File: config.mk
export PLATFORM = sky130hd
export DESIGN_NAME = pe_seq_ctrl_flat
export DESIGN_NICKNAME = d
export VERILOG_FILES = /design/src/rtl/pe_seq_pkg.sv /design/src/rtl/pe_seq_ctrl_if.sv /design/src/rtl/pe_seq_ctrl.sv /design/src/flat_wrapper.sv
export SDC_FILE = /design/constraint.sdc
export NUM_CORES = 1
export LEC_CHECK = 0
export ABC_AREA = 1
export CORE_UTILIZATION = 44
export DETAILED_ROUTE_END_ITERATION = 10
export GPL_TIMING_DRIVEN = 0
export HOLD_SLACK_MARGIN = 0.1
export PLACE_DENSITY = 0.87
export SYNTH_ARGS = -nofsm -noshare
export SYNTH_HDL_FRONTEND = slang
export SYNTH_SLANG_ARGS = --single-unit
File: constraint.sdc
create_clock -name aclk -period 2.4 [get_ports aclk]
set_input_delay 0.6 -clock aclk [delete_from_list [all_inputs] [get_ports aclk]]
set_output_delay 0.6 -clock aclk [all_outputs]
set_load 0.02 [all_outputs]
File: src/rtl/pe_seq_pkg.sv
// pe_seq_pkg: shared types and defaults for the PE sequencer.
package pe_seq_pkg;

    typedef enum logic [2:0] {
        S_IDLE,
        S_LOAD,
        S_CLR,
        S_RD,
        S_CV,
        S_ISSUE,
        S_WAIT,
        S_FIN
    } state_e;

    localparam int          CLR_CYCLES_DEF = 2;
    localparam int          TIMEOUT_DEF    = 64;
    localparam logic [31:0] FP32_ZERO      = 32'h0000_0000;

endpackage

File: src/rtl/pe_seq_ctrl_if.sv
// pe_seq_ctrl_if: input word stream plus the PE-facing bus.
// master = sequencer side, slave = word source / PE side.
interface pe_seq_ctrl_if #(
    parameter int L_RAM_SIZE = 6
);
    logic                  s_tvalid;
    logic                  s_tready;
    logic [31:0]           s_tdata;
    logic                  pe_aresetn;
    logic [31:0]           pe_din;
    logic [L_RAM_SIZE-1:0] pe_addr;
    logic                  pe_we;
    logic [31:0]           pe_ain;
    logic                  pe_valid;
    logic                  pe_dvalid;
    logic [31:0]           pe_dout;

    modport master (
        input  s_tvalid, s_tdata, pe_dvalid, pe_dout,
        output s_tready, pe_aresetn, pe_din, pe_addr, pe_we, pe_ain, pe_valid
    );

    modport slave (
        output s_tvalid, s_tdata, pe_dvalid, pe_dout,
        input  s_tready, pe_aresetn, pe_din, pe_addr, pe_we, pe_ain, pe_valid
    );
endinterface

File: src/rtl/pe_seq_ctrl.sv
// pe_seq_ctrl: loads B into the PE RAM, clears the accumulator and streams
// A one element at a time, waiting for each FMA result before the next issue.
// Optional WAIT watchdog: define PE_SEQ_TIMEOUT_EN.
module pe_seq_ctrl
    import pe_seq_pkg::*;
#(
    parameter int L_RAM_SIZE = 6,
    parameter int CLR_CYCLES = CLR_CYCLES_DEF,
    parameter int TIMEOUT    = TIMEOUT_DEF
) (
    input  logic                aclk,
    input  logic                areset,
    input  logic                start,
    input  logic                load,
    input  logic [L_RAM_SIZE:0] len,
    output logic                busy,
    output logic                done,
    output logic [31:0]         result,
    output logic                err,
    pe_seq_ctrl_if.master       bus
);
    localparam int LW = L_RAM_SIZE + 1;
    localparam int CW = (CLR_CYCLES > 1) ? $clog2(CLR_CYCLES) : 1;
    localparam logic [LW-1:0] MAX_LEN = {1'b1, {L_RAM_SIZE{1'b0}}};

    // Elaboration-time sanity checks on the configuration.
    if (CLR_CYCLES < 2) begin : g_bad_clr
        $error("CLR_CYCLES must be at least 2");
    end
    if (TIMEOUT < 1) begin : g_bad_tmo
        $error("TIMEOUT must be at least 1");
    end

    state_e            state_q, state_d;
    logic [LW-1:0]     idx_q, idx_d, len_q, len_d;
    logic [CW-1:0]     clr_cnt_q, clr_cnt_d;
    logic              busy_q, busy_d, done_q, done_d;
    logic [31:0]       result_q, result_d;
    logic              s_tready_q, s_tready_d, pe_aresetn_q, pe_aresetn_d;
    logic [31:0]       pe_din_q, pe_din_d, pe_ain_q, pe_ain_d;
    logic [L_RAM_SIZE-1:0] pe_addr_q, pe_addr_d;
    logic              pe_we_q, pe_we_d, pe_valid_q, pe_valid_d;
    logic              hs;
`ifdef PE_SEQ_TIMEOUT_EN
    localparam int TW = (TIMEOUT > 1) ? $clog2(TIMEOUT) : 1;
    logic [TW-1:0]     tmo_q, tmo_d;
    logic              abort_q, abort_d, err_q, err_d;
`endif

    // Next-state, counters and registered-output values.
    always_comb begin
        state_d    = state_q;
        idx_d      = idx_q;
        len_d      = len_q;
        clr_cnt_d  = clr_cnt_q;
        result_d   = result_q;
        pe_din_d   = pe_din_q;
        pe_ain_d   = pe_ain_q;
        pe_addr_d  = pe_addr_q;
        pe_we_d    = 1'b0;
        hs         = bus.s_tvalid && s_tready_q;
`ifdef PE_SEQ_TIMEOUT_EN
        tmo_d      = tmo_q;
        abort_d    = abort_q;
        err_d      = err_q;
`endif
        case (state_q)
            S_IDLE: if (start) begin
                idx_d     = '0;
                clr_cnt_d = '0;
                len_d     = (len > MAX_LEN) ? MAX_LEN : len;
`ifdef PE_SEQ_TIMEOUT_EN
                err_d     = 1'b0;
                abort_d   = 1'b0;
`endif
                if (len_d == '0) begin
                    state_d = S_FIN;
                    if (!load) result_d = FP32_ZERO;
                end else begin
                    state_d = load ? S_LOAD : S_CLR;
                end
            end
            S_LOAD: if (hs) begin
                pe_we_d   = 1'b1;
                pe_addr_d = idx_q[L_RAM_SIZE-1:0];
                pe_din_d  = bus.s_tdata;
                idx_d     = idx_q + LW'(1);
                if (idx_d == len_q) state_d = S_FIN;
            end
            S_CLR: begin
                if (clr_cnt_q == CW'(CLR_CYCLES - 1)) begin
`ifdef PE_SEQ_TIMEOUT_EN
                    state_d = abort_q ? S_FIN : S_RD;
`else
                    state_d = S_RD;
`endif
                end else begin
                    clr_cnt_d = clr_cnt_q + CW'(1);
                end
            end
            S_RD: if (hs) begin
                pe_ain_d = bus.s_tdata;
                state_d  = S_CV;
            end
            S_CV:    state_d = S_ISSUE;
            S_ISSUE: begin
                state_d = S_WAIT;
`ifdef PE_SEQ_TIMEOUT_EN
                tmo_d   = '0;
`endif
            end
            S_WAIT: begin
                if (bus.pe_dvalid) begin
                    idx_d = idx_q + LW'(1);
                    if (idx_d == len_q) begin
                        result_d = bus.pe_dout;
                        state_d  = S_FIN;
                    end else begin
                        state_d = S_RD;
                    end
                end
`ifdef PE_SEQ_TIMEOUT_EN
                else if (tmo_q == TW'(TIMEOUT - 1)) begin
                    err_d     = 1'b1;
                    abort_d   = 1'b1;
                    clr_cnt_d = '0;
                    state_d   = S_CLR;
                end else begin
                    tmo_d = tmo_q + TW'(1);
                end
`endif
            end
            S_FIN:   state_d = S_IDLE;
            default: state_d = S_IDLE;
        endcase

        // Fetch address tracks the element about to be read.
        if (state_d == S_RD) pe_addr_d = idx_d[L_RAM_SIZE-1:0];

        s_tready_d   = (state_d == S_LOAD) || (state_d == S_RD);
        busy_d       = (state_d != S_IDLE) && (state_d != S_FIN);
        done_d       = (state_d == S_FIN);
        pe_aresetn_d = (state_d != S_CLR);
        pe_valid_d   = (state_d == S_ISSUE);
    end

    // State and output registers; synchronous reset aborts to IDLE.
    always_ff @(posedge aclk) begin
        if (areset) begin
            state_q      <= S_IDLE;
            idx_q        <= '0;
            len_q        <= '0;
            clr_cnt_q    <= '0;
            busy_q       <= 1'b0;
            done_q       <= 1'b0;
            result_q     <= FP32_ZERO;
            s_tready_q   <= 1'b0;
            pe_aresetn_q <= 1'b0;
            pe_din_q     <= '0;
            pe_ain_q     <= '0;
            pe_addr_q    <= '0;
            pe_we_q      <= 1'b0;
            pe_valid_q   <= 1'b0;
`ifdef PE_SEQ_TIMEOUT_EN
            tmo_q        <= '0;
            abort_q      <= 1'b0;
            err_q        <= 1'b0;
`endif
        end else begin
            state_q      <= state_d;
            idx_q        <= idx_d;
            len_q        <= len_d;
            clr_cnt_q    <= clr_cnt_d;
            busy_q       <= busy_d;
            done_q       <= done_d;
            result_q     <= result_d;
            s_tready_q   <= s_tready_d;
            pe_aresetn_q <= pe_aresetn_d;
            pe_din_q     <= pe_din_d;
            pe_ain_q     <= pe_ain_d;
            pe_addr_q    <= pe_addr_d;
            pe_we_q      <= pe_we_d;
            pe_valid_q   <= pe_valid_d;
`ifdef PE_SEQ_TIMEOUT_EN
            tmo_q        <= tmo_d;
            abort_q      <= abort_d;
            err_q        <= err_d;
`endif
        end
    end

    assign busy           = busy_q;
    assign done           = done_q;
    assign result         = result_q;
`ifdef PE_SEQ_TIMEOUT_EN
    assign err            = err_q;
`else
    assign err            = 1'b0;
`endif
    assign bus.s_tready   = s_tready_q;
    assign bus.pe_aresetn = pe_aresetn_q;
    assign bus.pe_din     = pe_din_q;
    assign bus.pe_addr    = pe_addr_q;
    assign bus.pe_we      = pe_we_q;
    assign bus.pe_ain     = pe_ain_q;
    assign bus.pe_valid   = pe_valid_q;

endmodule

File: src/flat_wrapper.sv
// flat-port wrapper written by rule: the top's interface ports become plain ports
module pe_seq_ctrl_flat import pe_seq_pkg::*;
#(
    parameter int L_RAM_SIZE = 6,
    parameter int CLR_CYCLES = CLR_CYCLES_DEF,
    parameter int TIMEOUT    = TIMEOUT_DEF
)
  (aclk, areset, start, load, len, busy, done, result, err, bus_s_tvalid, bus_s_tdata, bus_pe_dvalid, bus_pe_dout, bus_s_tready, bus_pe_aresetn, bus_pe_din, bus_pe_addr, bus_pe_we, bus_pe_ain, bus_pe_valid);
  pe_seq_ctrl_if #(.L_RAM_SIZE(L_RAM_SIZE)) bus_i ();
  input  logic aclk;
  input  logic areset;
  input  logic start;
  input  logic load;
  input  logic [L_RAM_SIZE:0] len;
  output logic busy;
  output logic done;
  output logic [31:0] result;
  output logic err;
  input wire logic [$bits(bus_i.s_tvalid)-1:0] bus_s_tvalid;
  input wire logic [$bits(bus_i.s_tdata)-1:0] bus_s_tdata;
  input wire logic [$bits(bus_i.pe_dvalid)-1:0] bus_pe_dvalid;
  input wire logic [$bits(bus_i.pe_dout)-1:0] bus_pe_dout;
  output wire logic [$bits(bus_i.s_tready)-1:0] bus_s_tready;
  output wire logic [$bits(bus_i.pe_aresetn)-1:0] bus_pe_aresetn;
  output wire logic [$bits(bus_i.pe_din)-1:0] bus_pe_din;
  output wire logic [$bits(bus_i.pe_addr)-1:0] bus_pe_addr;
  output wire logic [$bits(bus_i.pe_we)-1:0] bus_pe_we;
  output wire logic [$bits(bus_i.pe_ain)-1:0] bus_pe_ain;
  output wire logic [$bits(bus_i.pe_valid)-1:0] bus_pe_valid;
  assign bus_i.s_tvalid = bus_s_tvalid;
  assign bus_i.s_tdata = bus_s_tdata;
  assign bus_i.pe_dvalid = bus_pe_dvalid;
  assign bus_i.pe_dout = bus_pe_dout;
  assign bus_s_tready = bus_i.s_tready;
  assign bus_pe_aresetn = bus_i.pe_aresetn;
  assign bus_pe_din = bus_i.pe_din;
  assign bus_pe_addr = bus_i.pe_addr;
  assign bus_pe_we = bus_i.pe_we;
  assign bus_pe_ain = bus_i.pe_ain;
  assign bus_pe_valid = bus_i.pe_valid;
  pe_seq_ctrl #(.L_RAM_SIZE(L_RAM_SIZE), .CLR_CYCLES(CLR_CYCLES), .TIMEOUT(TIMEOUT)) u_core (.aclk(aclk), .areset(areset), .start(start), .load(load), .len(len), .busy(busy), .done(done), .result(result), .err(err), .bus(bus_i));
endmodule
==> results of run 1 <==
## sequential cells by signal, summed over array words and instances, names as in the netlist, 3 cells and up
signal              count
u_core.idx_q            7
u_core.bus.pe_ain      32
u_core.len_q            7
u_core.bus.pe_addr      6
u_core.state_q          3
u_core.bus.pe_din      32
u_core.result          32
## cells by family (layout without fill, tap and decap cells)
group,after synthesis,in the layout
flops,126,126
compound gates,126,126
simple gates,338,338
buf+inv,84,298
other cells,1,1
fa+ha+maj,1,1
xor+xnor,2,2
## area by class of cell
type	count	area (sq um)
Clock inverter	14	191.4
Fill cell	859	3287
Timing Repair Buffer	183	1832
Buffer	41	188.9
Inverter	43	166.4
Sequential cell	126	2525
Multi-Input combinational cell	468	2192
Tap cell	140	175.2
Clock buffer	17	425.4
## worst max-delay path, cell delays in order (launching register included)
cell and delay, ns:
dfxtp_2 0.38, ha_2 0.21, nand2_2 0.09, nor2_4 0.17, inv_2 0.05, nand2_2 0.06, nand2_1 0.05, nand2_1 0.07
nand2_1 0.06, nor2_2 0.16, nand2_1 0.08, nand2_1 0.09, nand2_2 0.14, inv_2 0.13, buf_4 0.18, nand3_1 0.12
a21oi_2 0.17
## final timing paths
path,end
worst min register to register,u_core.bus.pe_din[11]
worst max register to register,u_core.result[21]
worst min-delay path,u_core.bus.pe_din[11]
worst max-delay path,u_core.result[21]
## timing repair
item / 4_1_cts / 5_1_grt
pin swaps: 0 / 2
endpoints found under the hold margin: 0 / 0
resized for setup: 1 / 11
setup endpoints to repair: 2 / 38
## stage by stage
stage / setup TNS [ns] / util [%] / setup WS (ns)
2_1_floorplan: 0 / - / 0.4631
3_3_place_gp: -12.35 / 64.05 / -0.2871
3_5_place_dp: -13.97 / 64.05 / -0.3197
4_1_cts: 0 / 69.69 / 0.07554
5_1_grt: -0.02526 / 70.07 / -0.02445
6_report: 0 / 70.07 / 0.1163
## synthesized netlist by cell type (all sizes together) (2+ instances only)
cell type / n / area (sq um)
nand3b: 2 / 15.01
nor2: 90 / 370.4
buf: 16 / 95.09
o21ai: 35 / 175.2
a211oi: 3 / 22.52
or2: 2 / 15.02
a31oi: 2 / 12.51
a21oi: 81 / 412.9
nor3: 4 / 20.02
inv: 41 / 153.9
nand2: 171 / 664.4
clkinv: 2 / 12.51
clkbuf: 25 / 93.84
nand3: 67 / 357.8
dfxtp: 126 / 2522
o22ai: 2 / 12.51
## power by group
group	switching, mW	total [mW]	internal (mW)	leakage, nW
combinational	0.274	0.520	0.246	1.61
clock	0.981	2.71	1.73	0.292
sequential	0.0302	2.17	2.14	1.02
## layout by cell type, fill, tap and decap left out, types with 2 or more instances in the layout
| master | synthesis | layout |
|---|---|---|
| nor2_4 | 3 | 3 |
| dfxtp_2 | 0 | 2 |
| nand3_1 | 64 | 63 |
| inv_2 | 4 | 4 |
| nor3_1 | 4 | 4 |
| nor2_1 | 83 | 81 |
| clkdlybuf4s50_1 | 0 | 183 |
| clkbuf_16 | 0 | 17 |
| buf_1 | 5 | 5 |
| buf_2 | 4 | 4 |
| a21oi_1 | 79 | 77 |
| buf_4 | 6 | 6 |
| nand3_2 | 2 | 3 |
| a211oi_1 | 3 | 3 |
| nand2_4 | 2 | 2 |
| nand3b_1 | 2 | 2 |
| nand2_2 | 3 | 4 |
| inv_1 | 37 | 37 |
| inv_6 | 0 | 3 |
| dfxtp_1 | 126 | 124 |
| bufinv_16 | 0 | 4 |
| a21oi_2 | 2 | 4 |
| clkbuf_1 | 25 | 25 |
| nand2_1 | 166 | 165 |
| clkinv_2 | 0 | 3 |
| nor2_2 | 4 | 6 |
| clkinvlp_4 | 0 | 4 |
| a31oi_1 | 2 | 2 |
| o22ai_1 | 2 | 2 |
| o21ai_0 | 35 | 35 |
## per-layer routing
layer / global-route usage (%) / up-vias
met1: 28.25 / 2423
met5: 0 / -
li1: - / 2599
met4: 10.42 / 0
met3: 11.00 / 20
met2: 47.35 / 172
==> results by group, run 1 <==
Status
  • Outcome: finished, final reports clean

Detailed routing
  • Drt via density: 5.052
  • Total Wirelength: between 15,000 and 20,000 microns
  • DR vias: around 5.2k
  • Initial DRC Count: ~320
  • Routed wire length on met3: ~1400 microns
  • Antenna-violating nets left: 0
  • DR WL/cell: 14.89 microns
  • Drt pass-1 iters: 6
  • Post-route DRC: 0
  • WL met1: 6022 microns
  • Wire length on met2: about 7700 microns
  • Uppermost layer routed: met4

Final layout
  • Final net count: 958
  • Final Cell Area: ~7700 sq um
  • Fin cells: around 1.0k
  • Share of cells above drive strength 1: 8.520%
  • Syn-to-layout area delta: 53.09%
  • # diodes: 0

Place
  • Placed cell count: around 1.0k
  • Detailed placement HPWL: about 11,000 microns
  • Dpl cell area: 7034 sq um
  • Port bufs: 183
  • GP Congestion: around 0.87

STA
  • RSZ-0062 raised after global routing: true
  • Worst-Margin Slew: between 0.6 and 0.7 ns
  • Tcrit/Tclk final: 95.16%
  • Final Slew Violations: 0
  • Tmin final: between 2 and 2.5 ns
  • Relative slew slack: between 50% and 60%
  • Final Hold Viols: 0
  • Fmax achieved: 0.4379 GHz
  • Setup Skew: between 0.008 and 0.009 ns
  • Hold slack: 0.4609 ns
  • Final setup violation count: 0

Synthesis
  • Ys async rst share: 0%
  • Largest family of logic cells by synthesized area: simple AND/OR/NAND/NOR gates
  • Seq/Total Area, Yosys: between 50% and 60%
  • Number of synthesized flops with an enable pin: 0
  • Average size of a mapped cell: about 7.4 sq um
  • Post-synthesis adder-cell area fraction: less than 1%
  • Mux contribution to synthesized area: 0%
  • Dominant synthesized flop cell: dfxtp_1
  • Synth Area in Compound Gates: between 10% and 20%
  • Post-synthesis xor/xnor area fraction: less than 1%
  • Syn nets: ~760
  • Cell area after synthesis: 5027 sq um
  • Synthesized instance count: about 680
  • Post-synthesis cell type count: 38
  • Simple-Gate Fraction of Synth Area: 28.97%
  • Synth warn: 0
  • Yosys reg bits: between 100 and 150

Setup path
  • Reg2Reg Launch Point: u_core.idx_q[1]
  • Crit path launch type: register
  • Worst reg2reg path depth: 16
  • Worst path arrival time: between 2 and 3 ns
  • Crit path launch: u_core.idx_q[1]
  • Crit Path Max Fanout: 10
  • CP Capture Type: register
  • Worst path required time: roughly 2.7 ns
  • Setup CP Type: register to register
  • Worst reg-to-reg setup slack: about 0.12 ns

Die
  • FP Rows: 38
  • Die W: roughly 110 microns
  • Chip height: 108.9 microns
  • Core ar.: between 10,000 and 15,000 sq um
  • DIE AREA: around 12,000 sq um
  • Initial Util: around 46%
  • I/O pin count: roughly 190

Global route
  • Number of global-route vias before repair: 5,171
  • Largest net degree at the start of global routing: 17
  • Total GRT Usage: a little over a quarter
  • First-pass GRT wire length: around 24,000 microns
  • Gr ovfl total: 0
  • Initial antenna violation count: 0

Clocking
  • CTS sink cnt: roughly 130
  • Clock slew at reported path FFs: around 0.060 ns
  • Hold-fix buffers at CTS: 0
  • H-tree levels: 4
  • Num CTS Buffers: 17
  • Setup Fix Bufs, Post-CTS: 0
  • Clock Root Buffer: clkbuf_16
  • Clk buf depth: 2
  • Worst skew pair latency: 0.42 ns
  • CTS tree: built

Min path
  • Hold Path Stages: 2
  • Hold_sp: u_core.bus.pe_din[11]
  • Worst Hold Class: register to register

Run
  • Max-capacitance violation count: 0

Power and ir drop
  • Pleak: a little under 3 nW
  • VDD IR max: between 0.6 and 0.7 mV
  • Design Power: 5.404 mW
  • P per Cell Area: 702.2 nW/um^2
No activity file was read; power rests on OpenSTA's default activity.
==> inputs of run 2 (changes only) <==
--- a/config.mk
+++ b/config.mk
@@ -7,6 +7,7 @@
 export LEC_CHECK = 0
 export ABC_AREA = 1
 export CORE_UTILIZATION = 44
+export CTS_BUF_LIST = sky130_fd_sc_hd__clkbuf_16
 export DETAILED_ROUTE_END_ITERATION = 10
 export GPL_TIMING_DRIVEN = 0
 export HOLD_SLACK_MARGIN = 0.1
==> results of run 2 <==
No change in the layout: final DEF, timing and power equal those of run 1.
